==> config.mk <==
export PLATFORM = sky130hd
export DESIGN_NAME = sprite_mover
export DESIGN_NICKNAME = d
export VERILOG_FILES = /design/src/rtl/sprite_mover.sv
export SDC_FILE = /design/constraint.sdc
export NUM_CORES = 1
export LEC_CHECK = 0
export ABC_AREA = 1
export BUFFER_PORTS_ARGS = -buffer_cell sky130_fd_sc_hd__buf_2
export CAP_MARGIN = 20
export CELL_PAD_IN_SITES_DETAIL_PLACEMENT = 0
export CELL_PAD_IN_SITES_GLOBAL_PLACEMENT = 1
export CORE_MARGIN = 1.5
export CORE_UTILIZATION = 38
export DETAILED_ROUTE_END_ITERATION = 7
export PLACE_DENSITY_LB_ADDON = 0.1
export SETUP_SLACK_MARGIN = 0.1
export SLEW_MARGIN = 40
export SYNTH_ARGS = -nofsm -noshare
export SYNTH_HDL_FRONTEND = slang
export SYNTH_SLANG_ARGS = --single-unit
==> constraint.sdc <==
create_clock -name clock -period 2.71 [get_ports clock]
set_input_delay 0.271 -clock clock [delete_from_list [all_inputs] [get_ports clock]]
set_output_delay 0.271 -clock clock [all_outputs]
set_load 0.05 [all_outputs]
==> src/rtl/sprite_mover.sv <==
// Sprite-motion engine: each go erases the sprite, steps it one move in the
// latched direction, then redraws it through the VGA adapter plot interface.
module sprite_mover #(
  parameter int X_W      = 8,
  parameter int Y_W      = 7,
  parameter int SCREEN_W = 160,
  parameter int SCREEN_H = 120,
  parameter int SPR_W    = 20,
  parameter int SPR_H    = 20,
  parameter int STEP     = 7,
  parameter int WRAP     = 0,
  parameter int INIT_X   = 70,
  parameter int INIT_Y   = 50
) (
  input  logic           clock,
  input  logic           resetn,
  input  logic           go,
  input  logic           init_load,
  input  logic [X_W-1:0] init_x,
  input  logic [Y_W-1:0] init_y,
  input  logic           up,
  input  logic           down,
  input  logic           left,
  input  logic           right,
  output logic [X_W-1:0] pixel_x,
  output logic [Y_W-1:0] pixel_y,
  output logic           plot,
  output logic           colour,
  output logic [X_W-1:0] pos_x,
  output logic [Y_W-1:0] pos_y,
  output logic [2:0]     dir,
  output logic           busy,
  output logic           done
);

  localparam int CX_W = (SPR_W > 1) ? $clog2(SPR_W) : 1;
  localparam int CY_W = (SPR_H > 1) ? $clog2(SPR_H) : 1;
  localparam logic [CX_W-1:0] CX_LAST = CX_W'(SPR_W - 1);
  localparam logic [CY_W-1:0] CY_LAST = CY_W'(SPR_H - 1);

  // Bounds and step carried one bit wider than the coordinates so that
  // pos+STEP can be compared against the bound without wrapping.
  localparam logic [X_W:0] MAX_X_E  = (X_W+1)'(SCREEN_W - SPR_W);
  localparam logic [Y_W:0] MAX_Y_E  = (Y_W+1)'(SCREEN_H - SPR_H);
  localparam logic [X_W:0] STEP_X_E = (X_W+1)'(STEP);
  localparam logic [Y_W:0] STEP_Y_E = (Y_W+1)'(STEP);

  typedef enum logic [2:0] {S_IDLE, S_ERASE, S_MOVE, S_DRAW, S_DONE} state_t;
  typedef enum logic [2:0] {
    DIR_STOP = 3'd0, DIR_UP = 3'd1, DIR_DOWN = 3'd2, DIR_LEFT = 3'd3, DIR_RIGHT = 3'd4
  } dir_t;

  state_t          state_q, state_d;
  dir_t            dir_q, dir_d, move_dir;
  logic [X_W-1:0]  pos_x_q, pos_x_d;
  logic [Y_W-1:0]  pos_y_q, pos_y_d;
  logic [CX_W-1:0] cx_q, cx_d;
  logic [CY_W-1:0] cy_q, cy_d;

  logic [X_W:0] x_add, x_sub;
  logic [Y_W:0] y_add, y_sub;
  assign x_add = {1'b0, pos_x_q} + STEP_X_E;
  assign x_sub = {1'b0, pos_x_q} - STEP_X_E;
  assign y_add = {1'b0, pos_y_q} + STEP_Y_E;
  assign y_sub = {1'b0, pos_y_q} - STEP_Y_E;

  // NOTE: sequential state uses non-blocking assignments only, so every flop
  // samples its _d value from before the edge regardless of statement order.
  always_ff @(posedge clock) begin
    if (!resetn) begin
      state_q <= S_IDLE;
      dir_q   <= DIR_STOP;
      pos_x_q <= X_W'(INIT_X);
      pos_y_q <= Y_W'(INIT_Y);
      cx_q    <= '0;
      cy_q    <= '0;
    end else begin
      state_q <= state_d;
      dir_q   <= dir_d;
      pos_x_q <= pos_x_d;
      pos_y_q <= pos_y_d;
      cx_q    <= cx_d;
      cy_q    <= cy_d;
    end
  end

  // NOTE: every variable gets a default at the top of the block; without it a
  // path that skips an assignment would infer a latch.
  always_comb begin
    state_d  = state_q;
    dir_d    = dir_q;
    pos_x_d  = pos_x_q;
    pos_y_d  = pos_y_q;
    cx_d     = cx_q;
    cy_d     = cy_q;
    move_dir = dir_q;
    case (state_q)
      S_IDLE: begin
        if (init_load) begin
          pos_x_d = ({1'b0, init_x} > MAX_X_E) ? MAX_X_E[X_W-1:0] : init_x;
          pos_y_d = ({1'b0, init_y} > MAX_Y_E) ? MAX_Y_E[Y_W-1:0] : init_y;
          dir_d   = DIR_STOP;
        end else if (go) begin
          state_d = S_ERASE;
        end
      end
      S_ERASE, S_DRAW: begin
        if (cx_q == CX_LAST) begin
          cx_d = '0;
          if (cy_q == CY_LAST) begin
            cy_d    = '0;
            state_d = (state_q == S_ERASE) ? S_MOVE : S_DONE;
          end else begin
            cy_d = cy_q + 1'b1;
          end
        end else begin
          cx_d = cx_q + 1'b1;
        end
      end
      S_MOVE: begin
        // Buttons are active-low; none pressed keeps the latched direction.
        if      (!up)    move_dir = DIR_UP;
        else if (!down)  move_dir = DIR_DOWN;
        else if (!left)  move_dir = DIR_LEFT;
        else if (!right) move_dir = DIR_RIGHT;
        case (move_dir)
          DIR_UP:
            if (y_sub[Y_W]) begin
              pos_y_d = (WRAP != 0) ? MAX_Y_E[Y_W-1:0] : '0;
              if (WRAP == 0) move_dir = DIR_STOP;
            end else pos_y_d = y_sub[Y_W-1:0];
          DIR_DOWN:
            if (y_add > MAX_Y_E) begin
              pos_y_d = (WRAP != 0) ? '0 : MAX_Y_E[Y_W-1:0];
              if (WRAP == 0) move_dir = DIR_STOP;
            end else pos_y_d = y_add[Y_W-1:0];
          DIR_LEFT:
            if (x_sub[X_W]) begin
              pos_x_d = (WRAP != 0) ? MAX_X_E[X_W-1:0] : '0;
              if (WRAP == 0) move_dir = DIR_STOP;
            end else pos_x_d = x_sub[X_W-1:0];
          DIR_RIGHT:
            if (x_add > MAX_X_E) begin
              pos_x_d = (WRAP != 0) ? '0 : MAX_X_E[X_W-1:0];
              if (WRAP == 0) move_dir = DIR_STOP;
            end else pos_x_d = x_add[X_W-1:0];
          default: ;
        endcase
        dir_d   = move_dir;
        state_d = S_DRAW;
      end
      S_DONE:  state_d = S_IDLE;
      default: state_d = S_IDLE;
    endcase
  end

  always_comb begin
    plot    = (state_q == S_ERASE) || (state_q == S_DRAW);
    colour  = (state_q == S_DRAW);
    busy    = (state_q != S_IDLE);
    done    = (state_q == S_DONE);
    pixel_x = plot ? pos_x_q + X_W'(cx_q) : pos_x_q;
    pixel_y = plot ? pos_y_q + Y_W'(cy_q) : pos_y_q;
  end

  assign pos_x = pos_x_q;
  assign pos_y = pos_y_q;
  assign dir   = dir_q;

endmodule

## Yosys cells after proc, flatten, opt, wreduce, memory -nomap -nowiden

Index checks and enable logic that the tools add are counted.
Widths: inputs -> output; s select.

| storage, ports and cells | value |
|---|---|
| bits in registers | 31 |
| latch bits | 0 |
| bits in writable memories | 0 |
| ROM bits | 0 |
| output and inout bits | 37 |
| word-level logic and storage cells | 79 |
| memories kept | 0 |

| operators by class | value |
|---|---|
| add/subtract/negate cells | 8 |
| multipliers | 0 |
| divide/modulo/power cells | 0 |
| $lt $le $gt $ge | 4 |
| eq/ne operators | 17 |
| shift operators | 0 |
| muxes and demuxes | 34 |
| bitwise gates (word level) | 0 |
| reduce and logical (&&, ||, !) cells | 10 |

Operator list:

| operator | number |
|---|---|
| $mux 3 | 15 |
| $mux 8 | 5 |
| $mux 7 | 5 |
| $pmux 8 s2 | 2 |
| $pmux 7 s2 | 2 |
| $eq 3x2->1 const B | 4 |
| $pmux 3 s4 | 1 |
| $add 5x1->5 const B | 2 |
| $eq 5x5->1 const B | 2 |
| $mux 5 | 2 |
| $ne 2x2->1 const B | 5 |
| $add 8x3->9 const B | 1 |
| $gt 9x8->1 const B | 1 |
| $pmux 3 s3 | 1 |
| $sub 8x3->9 const B | 1 |
| $add 7x3->8 const B | 1 |
| $add 8x5->8 | 1 |
| $gt 8x7->1 const B | 1 |
| $gt 8x8->1 const B | 1 |
| $sub 7x3->8 const B | 1 |
| $add 7x5->7 | 1 |
| $gt 7x7->1 const B | 1 |
| $eq 3x1->1 const B | 2 |
| $eq 3x3->1 const B | 2 |
| other kinds (11) | 13 |

## Longest topological paths before layout

Gate-level depths: netlist of run 1.

| logic depth | value |
|---|---|
| depth in word-level cells | 8 |
| mapped depth | 15 |
| depth with buffers taken out | 15 |

## Worst setup path after synthesis of run 1

OpenSTA, ideal clock, no wires.

| timing path | value |
|---|---|
| path kind | register to output |
| start | register pos_y_q[1] (netlist: pos_y[1]) |
| end | output port pixel_y[6] |
| arrival | 2.610 ns |
| required time | 2.439 ns |
| slack | -0.171 ns |
| cell stages (with the launch flop) | 10 |
| path through | dfxtp_1 > inv_1 > fa_1 > inv_1 > a21oi_1 > o21bai_1 > nand2_1 > nand2_1 > nand3_1 > xor2_1 |

| on the way | value |
|---|---|
| longest elaborated chain between the ends | 2 |

Ends and longest elaborated chain:

| item | line | RTL |
|---|---|---|
| start: declaration | 56 | `logic [Y_W-1:0] pos_y_q, pos_y_d;` |
| start signal: assignment | 74 | `pos_y_q <= Y_W'(INIT_Y);` |
| start signal: assignment | 81 | `pos_y_q <= pos_y_d;` |
| $add 7x5->7 | 163 | `pixel_y = plot ? pos_y_q + Y_W'(cy_q) : pos_y_q;` |
| $mux 7 | 163 |  |
| end: declaration | 26 | `output logic [Y_W-1:0] pixel_y,` |

Every way passes these cells.

## Final worst setup path of run 1

| timing path | value |
|---|---|
| start | register pos_y_q[0] (netlist: pos_y[0]) |
| end | output port pixel_y[6] |

The elaborated chain is that of the path after synthesis.

==> results.tsv, run 1 <==
stage	metric	value	unit
status	status	complete, no violations	
global_routing	vias in the first global route	2941	
floorplan	Die Y	92.3	um
timing	final hold vios	0	
floorplan	die area	0.00852	mm2
logic_synthesis	Post-synth EDFFs	0	
power	Max IR drop VDD	0.000614	V
clocking	Clock transition at path regs	70	ps
timing	Worst Tran Pin Value	677	ps
finish	Final #Nets	588	
timing	Final setup viols	0	
global_routing	GRT Util Overall	0.209	
timing	worst hold margin	269	ps
logic_synthesis	most frequent cell after synthesis	nand2_1	
clocking	CTS Buf Count	5	
critical_path	FF-to-FF Start	state_q[2]	
clocking	CTS tree	done	
critical_path	Worst setup EP type	output port	
logic_synthesis	Ys Warns	0	
power	Power Total	4.03	mW
critical_path	RR Endpoint	state_q[1]	
logic_synthesis	area leader, netlist	dfxtp_1	
critical_path	Critical Path Fanout Max	7	
timing	RSZ-0062 raised after global routing	true	
timing	crit share post-route	0.912	
power	pwr dens	1130	mW/mm2
global_routing	total gr overflow	0	
finish	area delta synth->final	17.3	%
logic_synthesis	Post-Syn Nets	532	
clocking	root buffer cell	clkbuf_8	
logic_synthesis	Post-Syn Area	0.00303	mm2
timing	post-route setup TNS	0	ps
timing	Max-slew headroom	0.548	
job	Max-Cap Viols	0	
route	vias per cell	4.94	
clocking	CTS Sinks	31	
timing	Layout Skew	6.87	ps
timing	Final Max Tran Viols	0	
timing	fmax	405	MHz
power	P_leak	1.73	nW
logic_synthesis	commonest cells in the netlist	nand2_1 (112), inv_1 (58), a21oi_1 (48), nor2_1 (48)	
critical_path	WS Path Type	reg -> out	
floorplan	initial core utilization	0.392	
floorplan	chip width	92.3	um
logic_synthesis	Distinct cells, synth	42	
critical_path	cell depth of the worst flop-to-flop path	9	
route	DRT Wirelength	8.53	mm
placement	detailed placer's ending HPWL	6.75	mm
route	# DRC	0	
critical_path	worst setup path start	pos_y[0]	
route	Antenna Nets Post-Route	0	
logic_synthesis	top-area cell type share of the netlist area	0.205	
critical_path	startpoint types	register	
global_routing	largest net degree at the start of global routing	22	
logic_synthesis	register bit total from synthesis	31	
clocking	H-tree depth	2	
critical_path	Worst EP required	2440	ps
route	vias	3203	
route	number of detailed-route iterations in the first pass	5	
route	starting DRC count in detailed routing	119	
critical_path	Worst setup endpoint	pixel_y[6]	
finish	share of cells above drive strength 1	0.220	
floorplan	Core ar.	0.00773	mm2
logic_synthesis	Post-synth ARST share	0	
global_routing	initial antenna violation count	0	
clocking	clk_lat worst skew	280	ps
critical_path	Worst Path Arrival	2200	ps
finish	diode count	0	
placement	RePlAce Congestion	0.851	
route	Avg WL per Cell	13.2	um
logic_synthesis	top_reg_cell synth	dfxtp_1	
clocking	deepest clock path buffer count	2	
finish	# fillers	868	
timing	min cycle time layout	2470	ps
critical_path	R2R setup slack	830	ps
floorplan	Top Ports	60	
floorplan	row count	32	
logic_synthesis	Mapped Cells	489	
logic_synthesis	synth top area cells	dfxtp_1 (20%), nand2_1 (14%), a21oi_1 (7.9%), ha_1 (7.4%), inv_1 (7.2%)	
global_routing	first-pass GRT wire length	14.2	mm
logic_synthesis	Avg Inst Size Synth	6.20	um2
hold_path	min-delay worst type	in -> reg	
logic_synthesis	sequential share of the synthesized area	0.205	
placement	I/O Buffers	59	
==> registers in the layout, summed over array words and instances (netlist names) <==
name and flops:
pos_x 8, pos_y 7, cx_q 5, cy_q 5, dir 3, state_q 3
==> timing repair <==
action	CTS	global route
setup buffers	0	0
gates resized for setup	0	10
hold buffers	0	0
setup endpoints to repair	0	2
==> worst min-delay path by stage <==
| stage | cells past startpoint | from | to | slack [ps] |
|---|---|---|---|---|
| final | 3 | init_x[6] | pos_x[6] | 270 |
| after global routing | 3 | init_x[6] | pos_x[6] | 280 |
| after CTS | 3 | init_x[6] | pos_x[6] | 260 |
| after detailed placement | 2 | dir[1] | dir[1] | 470 |
| after global placement | 2 | dir[1] | dir[1] | 470 |
| after floorplan | 2 | init_x[6] | pos_x[6] | 430 |
==> cells by family after synthesis <==
logic type / Yosys count / synth area share
and+or+nand+nor: 235 / 0.357
AOI/OAI and AO/OA: 103 / 0.185
buffers and inverters: 82 / 0.114
DFF: 31 / 0.205
adders and majority gates: 20 / 0.0875
xor gates and xnor gates: 18 / 0.0520
==> final cells by class <==
type / instances / area [um2] / share of cell area
multi-input cells: 376 / 2090 / 0.589
flip-flops and latches: 31 / 631 / 0.177
repair buffers: 63 / 330 / 0.0929
inverters: 68 / 256 / 0.0721
well taps: 102 / 128 / 0.0359
clock buffers: 6 / 82.6 / 0.0232
clock inverters: 2 / 35.0 / 0.00985
==> placed cells by master (no fill, tap or decap), types with 3 or more instances in the layout <==
cell type / instances
a21oi_1: 48
a21oi_2: 3
a31oi_1: 5
buf_2: 57
buf_4: 5
clkbuf_8: 6
dfxtp_1: 25
dfxtp_2: 5
ha_1: 18
inv_1: 58
inv_2: 8
nand2_1: 112
nand2_2: 9
nand3_1: 31
nand4_1: 6
nor2_1: 48
nor2_2: 7
nor3_1: 6
o21ai_0: 29
o21ai_1: 8
o21bai_1: 3
xor2_1: 14
==> worst max-delay path, stage by stage, from the launching register on <==
cell	delay (ps)
dfxtp_2	400
ha_1	180
inv_1	50
fa_1	350
inv_1	100
a21oi_1	70
o21bai_1	160
nand2_1	90
nand2_1	60
nand3_1	100
xor2_2	180
buf_4	190
==> power by group <==
part | switching, mW | leakage [nW] | internal, mW
combinational | 1.98 | 1.41 | 0.747
clock | 0.188 | 0.0612 | 0.298
sequential | 0.229 | 0.255 | 0.585
==> through the flow <==
step           area, um2   util  setup WS (ps)  std cells
4_1_cts             3540  0.458            102        648
6_report            3560  0.460            239        648
3_5_place_dp        3420  0.443            421        640
5_1_grt             3560  0.460           80.5        648
2_1_floorplan       3060      -           68.4        489
3_3_place_gp        3420  0.443            465        640
==> routing by layer <==
metal	routed length (um)	vias to the layer above	global-route usage	share of wire
met5	0	-	0	0
met4	56	0	0.0449	0.0066
met3	298	4	0.0337	0.035
met2	4020	54	0.351	0.47
met1	4160	1452	0.279	0.49
li1	-	1693	-	-
No activity file was read; power rests on OpenSTA's default activity.
==> run 2: changes to the inputs <==
Settings changed: CORE_UTILIZATION 38 to 42, GPL_TIMING_DRIVEN set to 0.
==> results.tsv, run 2 (same netlist as run 1, synthesis figures left out) <==
stage	metric	value	unit
clocking	CTS Sinks	31	
finish	Final #Nets	599	
placement	RePlAce Congestion	0.856	
critical_path	cell depth of the worst flop-to-flop path	14	
critical_path	FF-to-FF Start	pos_x[0]	
finish	diode count	0	
finish	most common cell after layout, fill and taps aside	nand2_1	
hold_path	min-delay worst type	in -> reg	
critical_path	R2R setup slack	790	ps
global_routing	GRT Util Overall	0.234	
route	vias	3345	
clocking	CTS Buf Count	5	
timing	min cycle time layout	2470	ps
critical_path	CP Buf/Inv Count	3	
clocking	root buffer cell	clkbuf_8	
floorplan	die area	0.00774	mm2
placement	detailed placer's ending HPWL	6.88	mm
critical_path	Worst EP required	2440	ps
floorplan	initial core utilization	0.441	
finish	most frequent cells in the layout	nand2_1 (112), buf_2 (61), inv_1 (57), nor2_1 (48), a21oi_1 (48)	
clocking	Clock transition at path regs	70	ps
critical_path	startpoint types	register	
route	# DRC	0	
critical_path	WS Path Type	reg -> out	
timing	RSZ-0062 raised after global routing	true	
timing	Worst Tran Pin Value	596	ps
critical_path	Worst Path Arrival	2200	ps
critical_path	slowest CP cell	dfxtp_4	
floorplan	Die Y	88.0	um
floorplan	Core ar.	0.00687	mm2
route	vias per cell	5.12	
job	Max-Cap Viols	0	
route	Avg WL per Cell	13.3	um
critical_path	CP Depth	11	
clocking	clk_lat worst skew	300	ps
power	Power Total	4.10	mW
critical_path	max incr delay on CP	380	ps
floorplan	Top Ports	60	
timing	Final Max Tran Viols	0	
global_routing	first-pass GRT wire length	14.1	mm
finish	# fillers	749	
route	DRT Wirelength	8.66	mm
global_routing	initial antenna violation count	0	
power	Max IR drop VDD	0.000713	V
hold_path	hold_sp	init_x[6]	
timing	Layout Skew	6.69	ps
critical_path	Top delay family on crit path	adder cells	
hold_path	hold depth	3	
power	P_leak	1.77	nW
timing	crit share post-route	0.913	
clocking	CTS tree	done	
global_routing	vias in the first global route	3018	
clocking	H-tree depth	2	
hold_path	Hold Path End	pos_x[6]	
finish	Largest register FFs	8	
finish	post-layout util	0.528	
floorplan	chip width	88.0	um
timing	final hold vios	0	
route	Antenna Nets Post-Route	0	
floorplan	row count	30	
route	starting DRC count in detailed routing	186	
timing	Final setup viols	0	
clocking	deepest clock path buffer count	2	
timing	Max-slew headroom	0.603	
power	pwr dens	1130	mW/mm2
global_routing	largest net degree at the start of global routing	11	
status	status	complete, no violations	
placement	I/O Buffers	59	
timing	post-route setup TNS	0	ps
critical_path	RR Endpoint	pos_x[2]	
finish	area delta synth->final	19.7	%
critical_path	Worst setup EP type	output port	
global_routing	total gr overflow	0	
critical_path	Critical Path Fanout Max	6	
route	number of detailed-route iterations in the first pass	4	
critical_path	CP cell instances	ha_2, inv_1, fa_1, inv_1, a21oi_1, o21bai_1, nand2_1, nand2_1, nand3_2, xor2_2, buf_6	
timing	fmax	404	MHz
finish	share of cells above drive strength 1	0.232	
## run 2: cell types whose count changed in the layout (fill, tap and decap cells not counted), moves of 2 or more
| cell | previous run | this run |
|---|---|---|
| dfxtp_2 | 5 | 3 |
| clkbuf_1 | 0 | 2 |
| buf_1 | 0 | 2 |
| buf_2 | 57 | 61 |
| buf_6 | 0 | 4 |
| buf_4 | 5 | 3 |
## run 2: worst max-delay path by stage
stage	startpoint	endpoint	slack (ps)
detailed placement	pos_y[1]	pixel_y[6]	340
global route	cx_q[0]	pixel_x[6]	90
global placement	pos_y[1]	pixel_y[6]	360
finish	pos_y[0]	pixel_y[6]	240
CTS	pos_x[0]	pixel_x[6]	130
floorplan	pos_y[1]	pixel_y[6]	70
## run 2: power breakdown
part / switching [mW] / total, mW / internal [mW]
logic: 2.03 / 2.83 / 0.795
registers: 0.190 / 0.772 / 0.582
clock network: 0.202 / 0.500 / 0.298
## run 2: final cells by class
type | count | area, um2 | area share
Buffer | 14 | 88.8 | 0.0245
Timing Repair Buffer | 60 | 314 | 0.0865
Tap cell | 96 | 120 | 0.0331
Clock inverter | 2 | 35.0 | 0.00965
Sequential cell | 31 | 632 | 0.174
Inverter | 68 | 256 | 0.0707
Clock buffer | 6 | 82.6 | 0.0228
Multi-Input combinational cell | 376 | 2100 | 0.579
## run 2: metrics by stage
stage                     setup slack [ps]  instances  hold WS, ps  cell area [um2]
final                                  235        653          240             3630
after global routing                  93.0        653          250             3630
after CTS                              129        652          239             3600
after detailed placement               341        644          479             3470
after global placement                 359        644          469             3470
after floorplan                       68.4        489          425             3060
## run 2: routing by layer
metal,vias up,routed length (um),global-route usage
li1,1723,-,-
met1,1539,3890,0.292
met2,72,4310,0.414
met3,11,314,0.0245
met4,0,145,0.0837
met5,-,0,0
## run 2: what timing repair did
| item | 4_1_cts | 5_1_grt |
|---|---|---|
| resized for setup | 3 | 11 |
| endpoints found under the setup margin | 1 | 3 |
| setup buffers | 0 | 1 |
| hold buffers | 0 | 0 |
| pin swaps | 0 | 2 |
| hold endpoints to repair | 0 | 0 |
| gates cloned | 0 | 0 |
## run 2: tightest hold or removal path: stages
cell and delay (ps):
buf_2 90, o211ai_1 90, nand2_1 60
==> run 3: changes to the inputs <==
Settings changed: ABC_AREA 1 to 0, CORE_UTILIZATION 42 to 43.
==> results.tsv, run 3 <==
stage	metric	value	unit
status	status	complete, no violations	
critical_path	Worst Path Arrival	2250	ps
timing	min cycle time layout	2520	ps
route	number of detailed-route iterations in the first pass	4	
logic_synthesis	Post-synth EDFFs	0	
floorplan	chip width	88.0	um
floorplan	Top Ports	60	
finish	share of cells above drive strength 1	0.232	
critical_path	Worst setup EP type	output port	
route	DRT Wirelength	9.55	mm
floorplan	Die Y	88.0	um
logic_synthesis	register bit total from synthesis	31	
logic_synthesis	Mapped Cells	437	
critical_path	CP Depth	10	
route	vias	3518	
logic_synthesis	Ys Warns	0	
critical_path	slowest CP cell	fa_2	
floorplan	row count	30	
timing	fmax	397	MHz
global_routing	vias in the first global route	3051	
timing	Worst Tran Pin Value	654	ps
critical_path	worst setup path start	pos_x[0]	
logic_synthesis	synth top area cells	dfxtp_1 (20%), ha_1 (7.2%), nand2_1 (7.0%), a21oi_1 (5.2%), nor2_1 (4.1%)	
critical_path	CP cell instances	ha_2, inv_1, fa_2, nor2b_2, o21ai_1, nand2b_1, a21oi_1, nor2_2, xor2_4, buf_6	
clocking	CTS Buf Count	5	
finish	area occupied by multi-input gates	0.00238	mm2
timing	RSZ-0062 raised after global routing	false	
route	vias per cell	5.74	
timing	crit share post-route	0.930	
logic_synthesis	sequential share of the synthesized area	0.200	
finish	Largest register FFs	8	
logic_synthesis	Distinct cells, synth	65	
floorplan	initial core utilization	0.450	
clocking	deepest clock path buffer count	2	
global_routing	initial antenna violation count	0	
logic_synthesis	Post-Syn Nets	480	
critical_path	WS Path Type	reg -> out	
hold_path	min-delay worst type	in -> reg	
power	pwr dens	423	mW/mm2
floorplan	die area	0.00775	mm2
critical_path	max incr delay on CP	400	ps
finish	Seq. cell area	642	um2
placement	Place WS	99.2	ps
global_routing	GRT Util Overall	0.254	
clocking	CTS tree	done	
placement	detailed placer's ending HPWL	7.07	mm
critical_path	cell depth of the worst flop-to-flop path	9	
power	P_leak	1.67	nW
global_routing	first-pass GRT wire length	15.4	mm
logic_synthesis	commonest cells in the netlist	nand2_1 (58), nor2_1 (34), a21oi_1 (32)	
logic_synthesis	most frequent cell after synthesis	nand2_1	
job	Max-Cap Viols	0	
critical_path	CP Buf/Inv Count	2	
timing	worst hold margin	240	ps
timing	Final setup viols	0	
logic_synthesis	top_reg_cell synth	dfxtp_1	
critical_path	Worst EP required	2440	ps
route	# DRC	0	
critical_path	startpoint types	register	
finish	area delta synth->final	24.6	%
power	Max IR drop VDD	0.000190	V
global_routing	largest net degree at the start of global routing	13	
clocking	Clock transition at path regs	70	ps
finish	diode count	0	
timing	post-route setup TNS	0	ps
timing	Max-slew headroom	0.564	
clocking	cts hold-fix bufs	0	
critical_path	RR Endpoint	pos_x[1]	
finish	# fillers	712	
timing	final hold vios	0	
critical_path	Top delay family on crit path	adder cells	
critical_path	Critical Path Fanout Max	5	
route	Avg WL per Cell	15.6	um
finish	Final #Nets	559	
placement	I/O Buffers	58	
floorplan	Core ar.	0.00691	mm2
route	Antenna Nets Post-Route	0	
clocking	clk_lat worst skew	300	ps
critical_path	Worst setup endpoint	pixel_x[6]	
timing	Final Max Tran Viols	0	
finish	most common cell after layout, fill and taps aside	nand2_1	
logic_synthesis	Post-synth ARST share	0	
logic_synthesis	Post-Syn Area	0.00311	mm2
timing	Layout Skew	9.21	ps
timing	final worst slack	189	ps
clocking	CTS Sinks	31	
logic_synthesis	area leader, netlist	dfxtp_1	
clocking	H-tree depth	2	
placement	RePlAce Congestion	0.873	
clocking	root buffer cell	clkbuf_8	
logic_synthesis	Avg Inst Size Synth	7.11	um2
critical_path	FF-to-FF Start	pos_x[1]	
logic_synthesis	top-area cell type share of the netlist area	0.200	
finish	most frequent cells in the layout	nand2_1 (58), buf_2 (56), a21oi_1 (32), nor2_1 (32), dfxtp_1 (24)	
critical_path	R2R setup slack	220	ps
route	starting DRC count in detailed routing	183	
global_routing	total gr overflow	0	
## run 3: changes by cell type after synthesis, moves of 16 or more
cell | previous run | this run
a21oi_1 | 48 | 32
clkbuf_1 | 2 | 20
inv_1 | 58 | 15
nand2_1 | 112 | 58
## run 3: worst min-delay path: cells and delay by family
kind | cells | cell delay, ps
buffers and inverters | 1 | 100
AOI/OAI and AO/OA | 1 | 70
and+or+nand+nor | 1 | 50
## run 3: area by class of cell
| class | count | area share |
|---|---|---|
| buffer | 26 | 0.0323 |
| clock buffer | 6 | 0.0213 |
| clock inverter | 2 | 0.00904 |
| inverter | 19 | 0.0194 |
| multi-input combinational | 361 | 0.615 |
| sequential | 31 | 0.166 |
| tap | 96 | 0.0310 |
| timing repair buffer | 72 | 0.107 |
## run 3: report_power, final
part           internal [mW]  switching (mW)
clock network          0.298           0.210
logic                  0.207           0.415
registers              0.477          0.0325
total                  0.981           0.657
## run 3: kinds of logic (layout without fill, tap and decap cells)
kind of cell / after synthesis / count (layout) / synth area share
AO/OA/AOI/OAI: 132 / 132 / 0.283
adder cells (fa/ha/maj): 20 / 20 / 0.0853
flip-flops: 31 / 31 / 0.200
AND/OR/NAND/NOR: 175 / 175 / 0.271
buffers and inverters: 45 / 125 / 0.0612
multiplexers: 8 / 8 / 0.0270
XOR/XNOR: 26 / 26 / 0.0733
## run 3: stage by stage
step / cell area [um2] / cells / util / total power, mW
CTS: 3710 / 600 / 0.538 / 1.61
detailed placement: 3560 / 591 / 0.516 / 1.10
finish: 3870 / 613 / 0.561 / 1.64
global placement: 3560 / 591 / 0.516 / 1.09
global route: 3870 / 613 / 0.561 / 1.71
floorplan: 3150 / 437 / - / 0.950
## run 3: what timing repair did
action / CTS / global route
buffers inserted: 1 / 13
gates resized for setup: 11 / 22
setup endpoints to repair: 4 / 16
pin swaps: 2 / 10
## run 3: worst min path at each step
stage,endpoint,from,cells past startpoint
after floorplan,pos_x[0],init_x[0],2
after global placement,cx_q[1],cx_q[1],2
after detailed placement,cy_q[1],cy_q[1],2
after CTS,pos_x[0],init_x[0],3
after global routing,pos_x[0],init_x[0],3
final,pos_x[0],init_x[0],3
## run 3: per-layer routing
| metal | global-route usage | part of all wire | up-vias |
|---|---|---|---|
| met5 | 0 | 0 | - |
| met4 | 0.0739 | 0.018 | 0 |
| met3 | 0.0537 | 0.074 | 17 |
| met2 | 0.375 | 0.42 | 123 |
| met1 | 0.371 | 0.48 | 1622 |
| li1 | - | - | 1756 |
